**src/rtl/dm_access_ctrl.sv**
```systemverilog
// dm_access_ctrl: data-memory access controller between the MEM stage and a
// synchronous req/ack data memory. Registers one load/store, replicates
// store data across byte lanes and aligns/extends load data.
// Optional feature: define DM_MISALIGN_TRAP_EN to trap misaligned half/word
// accesses (adds the dm_err_o port).
module dm_access_ctrl #(
    parameter int ADDR_W = 32,
    parameter int DATA_W = 32
) (
    input  logic              clk_i,
    input  logic              rst_n_i,
    input  logic              cpu_rd_i,
    input  logic              cpu_wr_i,
    input  logic [ADDR_W-1:0] cpu_addr_i,
    input  logic [DATA_W-1:0] cpu_wdata_i,
    input  logic              byte_i,
    input  logic              word_i,
    input  logic              uns_i,
    input  logic [3:0]        mask_i,
    output logic [DATA_W-1:0] cpu_rdata_o,
    output logic              cpu_stall_o,
`ifdef DM_MISALIGN_TRAP_EN
    output logic              dm_err_o,
`endif
    output logic [ADDR_W-3:0] mem_addr_o,
    output logic [DATA_W-1:0] mem_wdata_o,
    output logic [3:0]        mem_be_o,
    output logic              mem_rd_o,
    output logic              mem_wr_o,
    input  logic              mem_ack_i,
    input  logic [DATA_W-1:0] mem_rdata_i
);

    typedef enum logic [1:0] {IDLE, BUS, DONE} state_e;

    state_e              state_q, state_d;
    logic                issue;      // launch a memory transaction this cycle
    logic                ack_take;   // memory completed the outstanding access
    logic                trap;       // misaligned request short-circuits to DONE
    logic                req;

    logic [ADDR_W-3:0]   mem_addr_q;
    logic [DATA_W-1:0]   mem_wdata_q;
    logic [3:0]          mem_be_q;
    logic                mem_rd_q, mem_wr_q;
    logic                byte_q, word_q, uns_q;
    logic [DATA_W-1:0]   cpu_rdata_q;
    logic                err_q;

    logic [DATA_W-1:0]   wdata_rep;
    logic [DATA_W-1:0]   load_data;
    logic [7:0]          fld8;
    logic [15:0]         fld16;
    logic                misalign;

    assign req = cpu_rd_i | cpu_wr_i;

`ifdef DM_MISALIGN_TRAP_EN
    // Half needs 2-byte alignment, word needs 4-byte alignment; bytes never trap
    always_comb begin
        misalign = 1'b0;
        if (!byte_i) begin
            if (word_i) misalign = cpu_addr_i[0];
            else        misalign = |cpu_addr_i[1:0];
        end
    end
    assign dm_err_o = err_q;
`else
    // Low address bits only matter to the mask generator upstream
    logic unused_addr_lo;
    assign unused_addr_lo = ^cpu_addr_i[1:0];
    assign misalign = 1'b0;
`endif

    // State register
    always_ff @(posedge clk_i) begin
        if (!rst_n_i) state_q <= IDLE;
        else          state_q <= state_d;
    end

    // Next state, stall and transaction control
    always_comb begin
        state_d     = state_q;
        cpu_stall_o = 1'b0;
        issue       = 1'b0;
        ack_take    = 1'b0;
        trap        = 1'b0;
        case (state_q)
            IDLE: begin
                if (req) begin
                    cpu_stall_o = 1'b1;
                    if (misalign) begin
                        trap    = 1'b1;
                        state_d = DONE;
                    end else begin
                        issue   = 1'b1;
                        state_d = BUS;
                    end
                end
            end
            BUS: begin
                cpu_stall_o = 1'b1;
                if (mem_ack_i) begin
                    ack_take = 1'b1;
                    state_d  = DONE;
                end
            end
            DONE:    state_d = IDLE;
            default: state_d = IDLE;
        endcase
    end

    // Store data replicated so every enabled lane sees the right bytes
    always_comb begin
        wdata_rep = cpu_wdata_i;
        if (byte_i)      wdata_rep = {4{cpu_wdata_i[7:0]}};
        else if (word_i) wdata_rep = {2{cpu_wdata_i[15:0]}};
    end

    // Load lane select (big-endian: mask bit3 is bits 31:24) and extension
    always_comb begin
        fld8  = mem_rdata_i[7:0];
        fld16 = mem_rdata_i[15:0];
        case (mem_be_q)
            4'b1000: fld8 = mem_rdata_i[31:24];
            4'b0100: fld8 = mem_rdata_i[23:16];
            4'b0010: fld8 = mem_rdata_i[15:8];
            default: fld8 = mem_rdata_i[7:0];
        endcase
        if (mem_be_q == 4'b1100) fld16 = mem_rdata_i[31:16];
        if (byte_q)      load_data = {{24{~uns_q & fld8[7]}}, fld8};
        else if (word_q) load_data = {{16{~uns_q & fld16[15]}}, fld16};
        else             load_data = mem_rdata_i;
    end

    // Request latch, memory strobes and load result register
    always_ff @(posedge clk_i) begin
        if (!rst_n_i) begin
            mem_addr_q  <= '0;
            mem_wdata_q <= '0;
            mem_be_q    <= '0;
            mem_rd_q    <= 1'b0;
            mem_wr_q    <= 1'b0;
            byte_q      <= 1'b0;
            word_q      <= 1'b0;
            uns_q       <= 1'b0;
            cpu_rdata_q <= '0;
            err_q       <= 1'b0;
        end else begin
            err_q <= trap;
            if (issue) begin
                mem_addr_q  <= cpu_addr_i[ADDR_W-1:2];
                mem_wdata_q <= wdata_rep;
                mem_be_q    <= mask_i;
                mem_wr_q    <= cpu_wr_i;
                mem_rd_q    <= ~cpu_wr_i;   // write wins when both are raised
                byte_q      <= byte_i;
                word_q      <= word_i;
                uns_q       <= uns_i;
            end else if (ack_take) begin
                mem_rd_q <= 1'b0;
                mem_wr_q <= 1'b0;
                if (mem_rd_q) cpu_rdata_q <= load_data;
            end
        end
    end

    assign mem_addr_o  = mem_addr_q;
    assign mem_wdata_o = mem_wdata_q;
    assign mem_be_o    = mem_be_q;
    assign mem_rd_o    = mem_rd_q;
    assign mem_wr_o    = mem_wr_q;
    assign cpu_rdata_o = cpu_rdata_q;

endmodule

```
**config.mk**
```make
export PLATFORM = sky130hd
export DESIGN_NAME = dm_access_ctrl
export DESIGN_NICKNAME = d
export VERILOG_FILES = /design/src/rtl/dm_access_ctrl.sv
export SDC_FILE = /design/constraint.sdc
export NUM_CORES = 1
export LEC_CHECK = 0
export CORE_ASPECT_RATIO = 0.6
export CORE_UTILIZATION = 37
export CTS_CLUSTER_SIZE = 16
export DETAILED_ROUTE_END_ITERATION = 8
export GPL_ROUTABILITY_DRIVEN = 1
export HOLD_SLACK_MARGIN = 0.06
export PLACE_DENSITY = 0.81
export SLEW_MARGIN = 10
export SYNTH_ARGS = -nofsm -noshare
export SYNTH_HDL_FRONTEND = slang
export SYNTH_SLANG_ARGS = --single-unit
```
**constraint.sdc**
```tcl
create_clock -name clk_i -period 1.8 [get_ports clk_i]
set_input_delay 0.18 -clock clk_i [delete_from_list [all_inputs] [get_ports clk_i]]
set_output_delay 0.18 -clock clk_i [all_outputs]
set_load 0.03 [all_outputs]
```
; ---- Word level (Yosys, flattened, before mapping)
; Index checks and enable logic that the tools add are counted.
[totals]
ff_bits = 105
latch_bits = 0
ramBits = 0
mem_bits_ro = 0
inputBits = 108
output_inout_bits = 101
word_cells = 44
mem_count = 0
[op_classes]
add_sub_neg = 0
mul = 0
div = 0
n_lt_le_gt_ge = 0
eq_ne = 7
n_shift = 0
muxes = 17
n_bitwise = 6
n_reduce_logical = 4
[ops]
columns = op, n
row1 = 32-bit two-way mux, 4
row2 = 8-bit one-hot mux with 3 select lines, 1
row3 = 16-bit two-way mux, 1
row4 = 4-bit equality test (second input constant), 2
row5 = 1-bit two-way mux, 7
row6 = 4-bit by 2-bit equality test with 1-bit output (second input constant), 1
row7 = 4-bit by 3-bit equality test with 1-bit output (second input constant), 1
row8 = 2-bit two-way mux, 2
row9 = 2-bit != test (second input constant), 2
row10 = 2-bit one-hot mux with 2 select lines, 1
row11 = 1-bit NOT, 3
row12 = 3-bit AND reduction, 1
row13 = 1-bit bitwise AND, 2
row14 = 2-bit by 1-bit equality test with 1-bit output (second input constant), 1
row15 = 2-bit logical NOT, 1
row16 = 1-bit one-hot mux with 2 select lines, 1
row17 = 2-bit AND reduction, 1
row18 = 2-bit nonzero test, 1
row19 = 1-bit OR, 1

; ---- Depth between registers and ports, before layout
; Gate-level depths: netlist (run 1).
[depth]
depth_word = 5
depth_mapped = 6
ltp_nobuf = 4

; ---- Worst setup path after synthesis (run 1)
; OpenSTA, ideal clock, no wires.
[synth_timing]
kind = flip-flop to flip-flop
from = register mem_be_q[2], in the netlist mem_be_o[2]
to = register cpu_rdata_q[21], in the netlist cpu_rdata_o[21]
setup_time_ps = 126
t_arrival_ps = 1717
required_ps = 1674
setup_slack_ps = -42
path_stages_with_launch = 7
n_path_buf = 2
synth_period_minus_slack_ps = 1842
cell_sequence = dfxtp_1 -> and4bb_2 -> buf_4 -> mux2_2 -> nand4_4 -> buf_4 -> a31oi_1
[synth_between]
elab_chain_cells = 5
word_cells_on_any_way = 10
cone_classes = 4 x eq/ne / 4 x mux / 2 x bitwise
[synth_lines]
columns = element, line_no
row1 = start: declaration, 44  ; logic [3:0] mem_be_q;
row2 = start signal: assignment, 154  ; mem_be_q <= mask_i;
row3 = 4-bit equality test, 130  ; if (mem_be_q == 4'b1100) fld16 = mem_rdata_i[31:16];
row4 = 16-bit two-way mux, 130
row5 = 1-bit bitwise AND, 132  ; else if (word_q) load_data = {{16{~uns_q & fld16[15]}}, fld16};
row6 = 32-bit two-way mux, 132
row7 = 32-bit two-way mux (*), 131  ; if (byte_q) load_data = {{24{~uns_q & fld8[7]}}, fld8};
row8 = end signal: assignment, 163  ; if (mem_rd_q) cpu_rdata_q <= load_data;
row9 = end: declaration, 47  ; logic [DATA_W-1:0] cpu_rdata_q;
; Mark *: on every way between the ends. The rest lies on a longest branch, timed or not.
; A chain may end at the register's enable or synchronous reset.

; ---- Worst setup path in the final report (run 1)
[layout_timing]
from = register mem_be_q[1], in the netlist mem_be_o[1]
to = register cpu_rdata_q[12], in the netlist cpu_rdata_o[12]
[layout_between]
elab_chain_cells = 4
word_cells_on_any_way = 9
cone_classes = 4 x eq/ne / 4 x mux / 1 x bitwise
[layout_lines]
columns = element, line_no
row1 = 4-bit by 2-bit equality test with 1-bit output (tied with other cells), 124  ; case (mem_be_q)
row2 = 8-bit one-hot mux with 3 select lines or 16-bit two-way mux (tied branches), "124, 130"
row3 = 1-bit bitwise AND or 32-bit two-way mux (tied branches), "131, 132"
row4 = 32-bit two-way mux (*), 131
; Marks and branches as above.

==> summary.md, run 1 <==
| Metric | Value |
|---|---|
| Largest fanout of any net on the critical path | 10 |
| Pre-antenna DRT Iters | 5 |
| Share of the synthesized area in the top cell type | 0.436 |
| Clock-pin slew reported for the worst setup and hold paths after clock tree synthesis | 80 ps |
| Worst EP required | 2010 ps |
| Highest ir drop seen on vdd | 0.520 mV |
| Pin count of the biggest net entering global routing | 67 |
| Hold-critical path depth | 3 |
| Number of antenna cells inserted | 0 |
| Peak clock frequency supported by timing | 0.582 GHz |
| Antenna Violating Nets Remaining | 0 |
| Remaining global-route overflow | 0 |
| Worst r2r path cells | 5 |
| Number of buffers inserted by port buffering | 206 |
| DP Worst Slack | -11.3 ps |
| Clock Root Buffer | sky130_fd_sc_hd__clkbuf_16 |
| Setup repair after global routing missed its margin | no |
| Area leader, netlist | sky130_fd_sc_hd__dfxtp_1 |
| Number of vias after detailed routing | 5218 |
| Static power due to leakage | 2.99 nW |
| DIE AREA | 13500 um2 |
| Sequential cell area fraction in the yosys report | 0.436 |
| Clock network latency to the later pin of the worst-skew pair | 340 ps |
| Detailed-route vias per instance | 5.39 |
| Data arrival, critical path | 1930 ps |
| Sort of element at the start of the critical path | register |
| Classification of the worst-slack hold path | in -> reg |
| Total count of max-transition violations in the final report | 0 |
| Number of global-route vias before repair | 4931 |
| Yosys synthesis warning count | 0 |
| Number of antenna violations at the first check in global routing | 0 |
| Most frequently used cell type in the post-synthesis netlist | sky130_fd_sc_hd__nand2_1 |
| # nets final | 906 |
| Total Neg Setup Slack | 0 ps |
| Final estimated routing congestion in global placement | 0.939 |
| Post-synth top flop | sky130_fd_sc_hd__dfxtp_1 |
| Final Hold Viols | 0 |
| CTS tree | yes |
| Top-level I/O count | 209 |
| Number of buffers on the longest clock path | 2 |
| Relative slew margins | 0.525 |
| Wire length of the first global-routing pass | 25900 um |
| Std-Cell Rows | 31 |
| Net count of the mapped netlist | 695 |
| Fraction of layout instances using a drive strength above 1 | 0.101 |
| Filler Cells Inserted | 1041 |
| Vertical die dimension | 90.4 um |
| Wire length per cell | 17.3 um |
| Mapped Area | 4820 um2 |
| Kind of end point of the critical path | register |
| Worst setup path category | reg -> reg |
| Setup skew after layout | 8.24 ps |
| DRT iter0 DRCs | 474 |
| # Max-Cap Violations | 0 |
| Final Worst Setup Slack | 82.4 ps |
| Number of buffers inserted during clock tree synthesis | 9 |
| Leading post-synthesis cells by cell area | sky130_fd_sc_hd__dfxtp_1 (44%), sky130_fd_sc_hd__nand2_1 (9.9%), sky130_fd_sc_hd__a21boi_0 (8.4%) |
| Die X-Extent | 149 um |
| Most common library cells after synthesis | sky130_fd_sc_hd__nand2_1 (127), sky130_fd_sc_hd__dfxtp_1 (105), sky130_fd_sc_hd__a21boi_0 (54) |
| Post-CTS setup-driven buffer insertion count | 0 |
| FF+latch count, synth | 105 |
| Proportion of register bits with asynchronous set or reset after synthesis | 0 |
| Number of levels the H-tree was split into | 3 |
| Synthesis-to-layout area growth | 58.1% |
| Status | finished, final reports clean |
| Starting density of the core | 0.390 |
| Final critical path time including I/O delays and setup | 1720 ps |
| Unique masters post-synth | 44 |
| Number of enable-type register cells in the synthesized netlist | 0 |
| Area of the core | 12400 um2 |
| Number of instances in the synthesized netlist | 587 |
| Routed WL | 16700 um |
| DRC violation count after routing | 0 |
| Power density over the cells | 835 nW/um2 |
| Total GRT Usage | 0.243 |
| Ratio of final minimum period to clock period | 0.954 |
| Slew @ Worst Pin | 712 ps |
| Count of final setup violators | 0 |
| Estimated wirelength of the detail-placed design | 12700 um |
| Mean cell area of the mapped netlist | 8.21 um2 |
| Sinks on the clock net | 105 |
-- critical path, stage by stage, from the launching register on --
cell                       delay [ps]
sky130_fd_sc_hd__dfxtp_2          420
sky130_fd_sc_hd__and4bb_2         310
sky130_fd_sc_hd__and2_1           210
sky130_fd_sc_hd__buf_4            190
sky130_fd_sc_hd__a31oi_1          330
sky130_fd_sc_hd__a31oi_1          140
-- report_power, final --
part	total (mW)	switching [mW]	leakage, nW	internal, mW
registers	2.59	0.109	0.863	2.49
clock network	2.07	0.928	0.151	1.14
logic	1.71	0.920	1.98	0.787
-- state kept, by name (all words and copies together) (netlist names) --
register     cells
uns_q            1
mem_be_o         4
word_q           1
cpu_rdata_o     32
state_q          2
mem_wr_o         1
mem_addr_o      30
byte_q           1
mem_wdata_o     32
mem_rd_o         1
-- per-stage QoR --
stage	instance area, um2	total power [mW]	std cells	util	hold WS [ps]
6_report	7620	6.37	968	0.616	357
5_1_grt	7620	6.65	968	0.616	372
4_1_cts	7590	6.40	968	0.613	344
3_5_place_dp	7270	4.33	952	0.588	459
3_3_place_gp	7270	4.30	952	0.588	450
2_1_floorplan	4820	3.48	587	-	317
-- logic make-up (layout without fill, tap and decap cells) --
kind of cell | after synthesis | after routing | synth area share
AOI/OAI and AO/OA | 204 | 204 | 0.290
xor gates and xnor gates | 1 | 1 | 0.00182
buffers and inverters | 61 | 277 | 0.0542
DFF | 105 | 105 | 0.436
muxes | 10 | 10 | 0.0210
and+or+nand+nor | 206 | 206 | 0.196
-- layout by cell type (no fill, tap or decap), types with 2 or more instances in the layout --
master / instances
sky130_fd_sc_hd__mux2i_1: 9
sky130_fd_sc_hd__buf_12: 5
sky130_fd_sc_hd__o211ai_1: 2
sky130_fd_sc_hd__a21oi_1: 18
sky130_fd_sc_hd__a41oi_1: 2
sky130_fd_sc_hd__a221oi_1: 7
sky130_fd_sc_hd__dfxtp_1: 101
sky130_fd_sc_hd__nor2_1: 7
sky130_fd_sc_hd__o21ai_1: 3
sky130_fd_sc_hd__nand3_1: 28
sky130_fd_sc_hd__nand2_1: 127
sky130_fd_sc_hd__a22o_1: 6
sky130_fd_sc_hd__buf_4: 41
sky130_fd_sc_hd__o21ai_2: 3
sky130_fd_sc_hd__inv_1: 9
sky130_fd_sc_hd__and2_1: 4
sky130_fd_sc_hd__nor4b_2: 2
sky130_fd_sc_hd__a21boi_0: 54
sky130_fd_sc_hd__clkbuf_16: 9
sky130_fd_sc_hd__clkdlybuf4s50_1: 204
sky130_fd_sc_hd__clkinv_4: 2
sky130_fd_sc_hd__nor3_1: 13
sky130_fd_sc_hd__nand2b_1: 10
sky130_fd_sc_hd__nor3b_1: 2
sky130_fd_sc_hd__dfxtp_2: 4
sky130_fd_sc_hd__nor2b_1: 3
sky130_fd_sc_hd__o41ai_1: 6
sky130_fd_sc_hd__a31oi_1: 33
sky130_fd_sc_hd__o21ai_0: 43
sky130_fd_sc_hd__a211oi_1: 6
sky130_fd_sc_hd__o211a_1: 17
-- per-layer routing --
| layer | global-route usage | part of all wire | up-vias |
|---|---|---|---|
| li1 | - | - | 2517 |
| met1 | 0.327 | 0.44 | 2412 |
| met2 | 0.375 | 0.43 | 278 |
| met3 | 0.0879 | 0.13 | 11 |
| met4 | 0.0366 | 0.0048 | 0 |
| met5 | 0 | 0 | - |
-- timing repair --
action	4_1_cts	5_1_grt
resized for setup	0	8
hold buffers	0	0
setup endpoints to repair	0	30
-- cell type report --
| cell class | instances | area [um2] | share of cell area |
|---|---|---|---|
| clock inverters | 6 | 75.1 | 0.00985 |
| well taps | 165 | 206 | 0.0271 |
| multi-input cells | 421 | 2490 | 0.327 |
| inverters | 9 | 33.8 | 0.00443 |
| repair buffers | 252 | 2470 | 0.324 |
| flip-flops and latches | 105 | 2110 | 0.276 |
| clock buffers | 10 | 239 | 0.0314 |
-- path summary, 6_finish.rpt --
| path | start | slack (ps) | end |
|---|---|---|---|
| worst min register to register | mem_addr_o[21]$_SDFFE_PN0P_ | 460 | mem_addr_o[21]$_SDFFE_PN0P_ |
| worst min-delay path | rst_n_i | 360 | cpu_rdata_o[6]$_SDFFE_PN0P_ |
| worst max-delay path | mem_be_o[1]$_SDFFE_PN0P_ | 80 | cpu_rdata_o[12]$_SDFFE_PN0P_ |
| worst max register to register | mem_be_o[1]$_SDFFE_PN0P_ | 80 | cpu_rdata_o[12]$_SDFFE_PN0P_ |
Power figures use the tool's default switching activity.
==> run 2: changes to the inputs <==
PLACE_DENSITY = 0.83   (was 0.81)
clock period = 1.53 ns   (was 1.8 ns; I/O delays follow)
==> summary.md, run 2 (same netlist as run 1, synthesis figures left out) <==
| Metric | Value |
|---|---|
| Status | finished, violations left |
| Violated checks | negative setup slack |
| Worst-path cell with the longest stage delay | sky130_fd_sc_hd__dfxtp_4 |
| Clock-pin slew reported for the worst setup and hold paths after clock tree synthesis | 70 ps |
| Setup skew after layout | 8.03 ps |
| Area after detailed placement | 7280 um2 |
| Worst EP required | 1790 ps |
| Worst setup path category | reg -> reg |
| Highest ir drop seen on vdd | 0.662 mV |
| Destination of the worst register-to-register timing path | cpu_rdata_o[29]$_SDFFE_PN0P_ |
| DRT iter0 DRCs | 396 |
| Final Worst Setup Slack | -128 ps |
| Filler Cells Inserted | 977 |
| Pin count of the biggest net entering global routing | 60 |
| Area of the core | 12400 um2 |
| # Max-Cap Violations | 0 |
| Worst flop-to-flop path startpoint | mem_be_o[3]$_SDFFE_PN0P_ |
| Power density over the cells | 916 nW/um2 |
| Flip-flop and latch area | 2120 um2 |
| DP Worst Slack | -243 ps |
| Slew @ Worst Pin | 680 ps |
| Classification of the worst-slack hold path | in -> reg |
| DIE AREA | 13500 um2 |
| Total area of multi-input combinational cells | 2820 um2 |
| Number of global-route vias before repair | 5003 |
| Routed WL | 18500 um |
| Source of the worst hold timing path | rst_n_i |
| Remaining global-route overflow | 0 |
| CTS tree | yes |
| Final Hold Viols | 0 |
| Number of hold buffers added after cts | 0 |
| Top cell family by delay on the critical path | compound AO/OA/AOI/OAI gates |
| Final critical path time including I/O delays and setup | 1660 ps |
| Synthesis-to-layout area growth | 70.6% |
| Pre-antenna DRT Iters | 4 |
| Largest fanout of any net on the critical path | 7 |
| Number of vias after detailed routing | 5434 |
| Count of buffer and inverter cells on the critical path | 3 |
| Capturing instance or port of the critical path | cpu_rdata_o[29]$_SDFFE_PN0P_ |
| Number of buffers on the longest clock path | 2 |
| Ratio of final minimum period to clock period | 1.08 |
| Number of buffers inserted by port buffering | 206 |
| Kind of end point of the critical path | register |
| Sort of element at the start of the critical path | register |
| R2R setup slack | -130 ps |
| Most common library cell in the layout ignoring fill and taps | sky130_fd_sc_hd__nand2_1 |
| Estimated wirelength of the detail-placed design | 13000 um |
| Crit path launch | mem_be_o[3]$_SDFFE_PN0P_ |
| Die X-Extent | 149 um |
| Relative slew margins | 0.546 |
| Total count of max-transition violations in the final report | 0 |
| Top-level I/O count | 209 |
| Wire length per cell | 18.8 um |
| Count of final setup violators | 31 |
| Detailed-route vias per instance | 5.52 |
| Clock Root Buffer | sky130_fd_sc_hd__clkbuf_16 |
| Largest stage delay on the critical path | 370 ps |
| Setup repair after global routing missed its margin | yes |
| Starting density of the core | 0.390 |
| Commonest non-fill, non-tap cells in the layout | sky130_fd_sc_hd__nand2_1 (126), sky130_fd_sc_hd__clkdlybuf4s50_1 (113), sky130_fd_sc_hd__dfxtp_1 (101), sky130_fd_sc_hd__dlymetal6s2s_1 (63), sky130_fd_sc_hd__a21boi_0 (54) |
| Antenna Violating Nets Remaining | 0 |
| Data arrival, critical path | 1920 ps |
| Vertical die dimension | 90.4 um |
| Clock network latency to the later pin of the worst-skew pair | 340 ps |
| Fraction of layout instances using a drive strength above 1 | 0.153 |
| Sinks on the clock net | 105 |
| Total GRT Usage | 0.253 |
| Peak clock frequency supported by timing | 0.603 GHz |
| Number of antenna cells inserted | 0 |
| Final estimated routing congestion in global placement | 0.906 |
| Cell Chain, Critical Path | buf_6 > buf_6 > nand4bb_4 > o311ai_4 > o2111ai_4 > buf_8 > a31oi_4 |
| Most frequent CP cell | sky130_fd_sc_hd__buf_6 |
| Static power due to leakage | 4.27 nW |
| Number of antenna violations at the first check in global routing | 0 |
| Worst r2r path cells | 7 |
| Non-Filler Cell Area, Final | 8220 um2 |
| Path length in cells of the critical path | 7 |
| Number of buffers inserted during clock tree synthesis | 9 |
| # nets final | 923 |
| Std-Cell Rows | 31 |
| Number of levels the H-tree was split into | 3 |
| Wire length of the first global-routing pass | 26900 um |
| DRC violation count after routing | 0 |
[run 2: changes by cell type in the layout (fill, tap and decap cells not counted), sizes merged]
cell           previous run  this run
clkdlybuf4s50           204       113
dlymetal6s2s              0        63
dlygate4sd2               0        27
buf                      48        63
clkinv                    2         0
clkbuf                   10        11
clkdlybuf4s15             0         1
inv                      11        12
nand4                     1         2
[run 2: area by class of cell]
type,count,area share
Clock buffer,10,0.0278
Clock inverter,5,0.00776
Inverter,9,0.00411
Multi-Input combinational cell,422,0.343
Sequential cell,105,0.257
Tap cell,165,0.0251
Timing Repair Buffer,268,0.335
[run 2: worst min path at each step]
stage               slack, ps                            to  cells after the start
detailed placement        460   mem_wdata_o[6]$_SDFFE_PN0P_                      2
global placement          450  mem_wdata_o[24]$_SDFFE_PN0P_                      2
finish                    360  cpu_rdata_o[11]$_SDFFE_PN0P_                      4
global route              360  cpu_rdata_o[17]$_SDFFE_PN0P_                      4
floorplan                 290      mem_be_o[0]$_SDFFE_PN0P_                      2
CTS                       340  cpu_rdata_o[19]$_SDFFE_PN0P_                      4
[run 2: metrics by stage]
step / TNS, ps / instances / util / hold slack, ps / total power, mW
after floorplan: -1690 / 587 / - / 287 / 4.09
after global placement: -12460 / 955 / 0.588 / 449 / 5.05
after detailed placement: -17000 / 955 / 0.588 / 458 / 5.09
after CTS: -1620 / 975 / 0.621 / 341 / 7.44
after global routing: -4180 / 984 / 0.665 / 357 / 7.87
final: -2000 / 984 / 0.665 / 356 / 7.53
[run 2: where the power goes]
group,total (mW),switching [mW],internal [mW]
Sequential,3.05,0.125,2.92
Combinational,2.16,1.20,0.959
Clock,2.32,1.04,1.28
[run 2: repair_timing]
item,4_1_cts,5_1_grt
gates cloned,0,6
setup endpoints to repair,59,139
pin swaps,9,7
setup buffers,5,4
gates resized for setup,47,115
[run 2: per-layer routing]
layer  GRT usage  share of wire  up-vias  routed length [um]
met1       0.353           0.44     2572                8160
met4      0.0442          0.011        0                 202
li1            -              -     2556                   -
met2       0.381           0.44      288                8110
met3      0.0798           0.11       18                1990
met5           0              0        -                   0
[run 2: worst reg2reg max path, stage by stage, from the launching register on]
cell and delay (ps):
sky130_fd_sc_hd__dfxtp_4 370, sky130_fd_sc_hd__buf_6 120, sky130_fd_sc_hd__buf_6 120, sky130_fd_sc_hd__nand4bb_4 230
sky130_fd_sc_hd__o311ai_4 120, sky130_fd_sc_hd__o2111ai_4 240, sky130_fd_sc_hd__buf_8 220, sky130_fd_sc_hd__a31oi_4 170
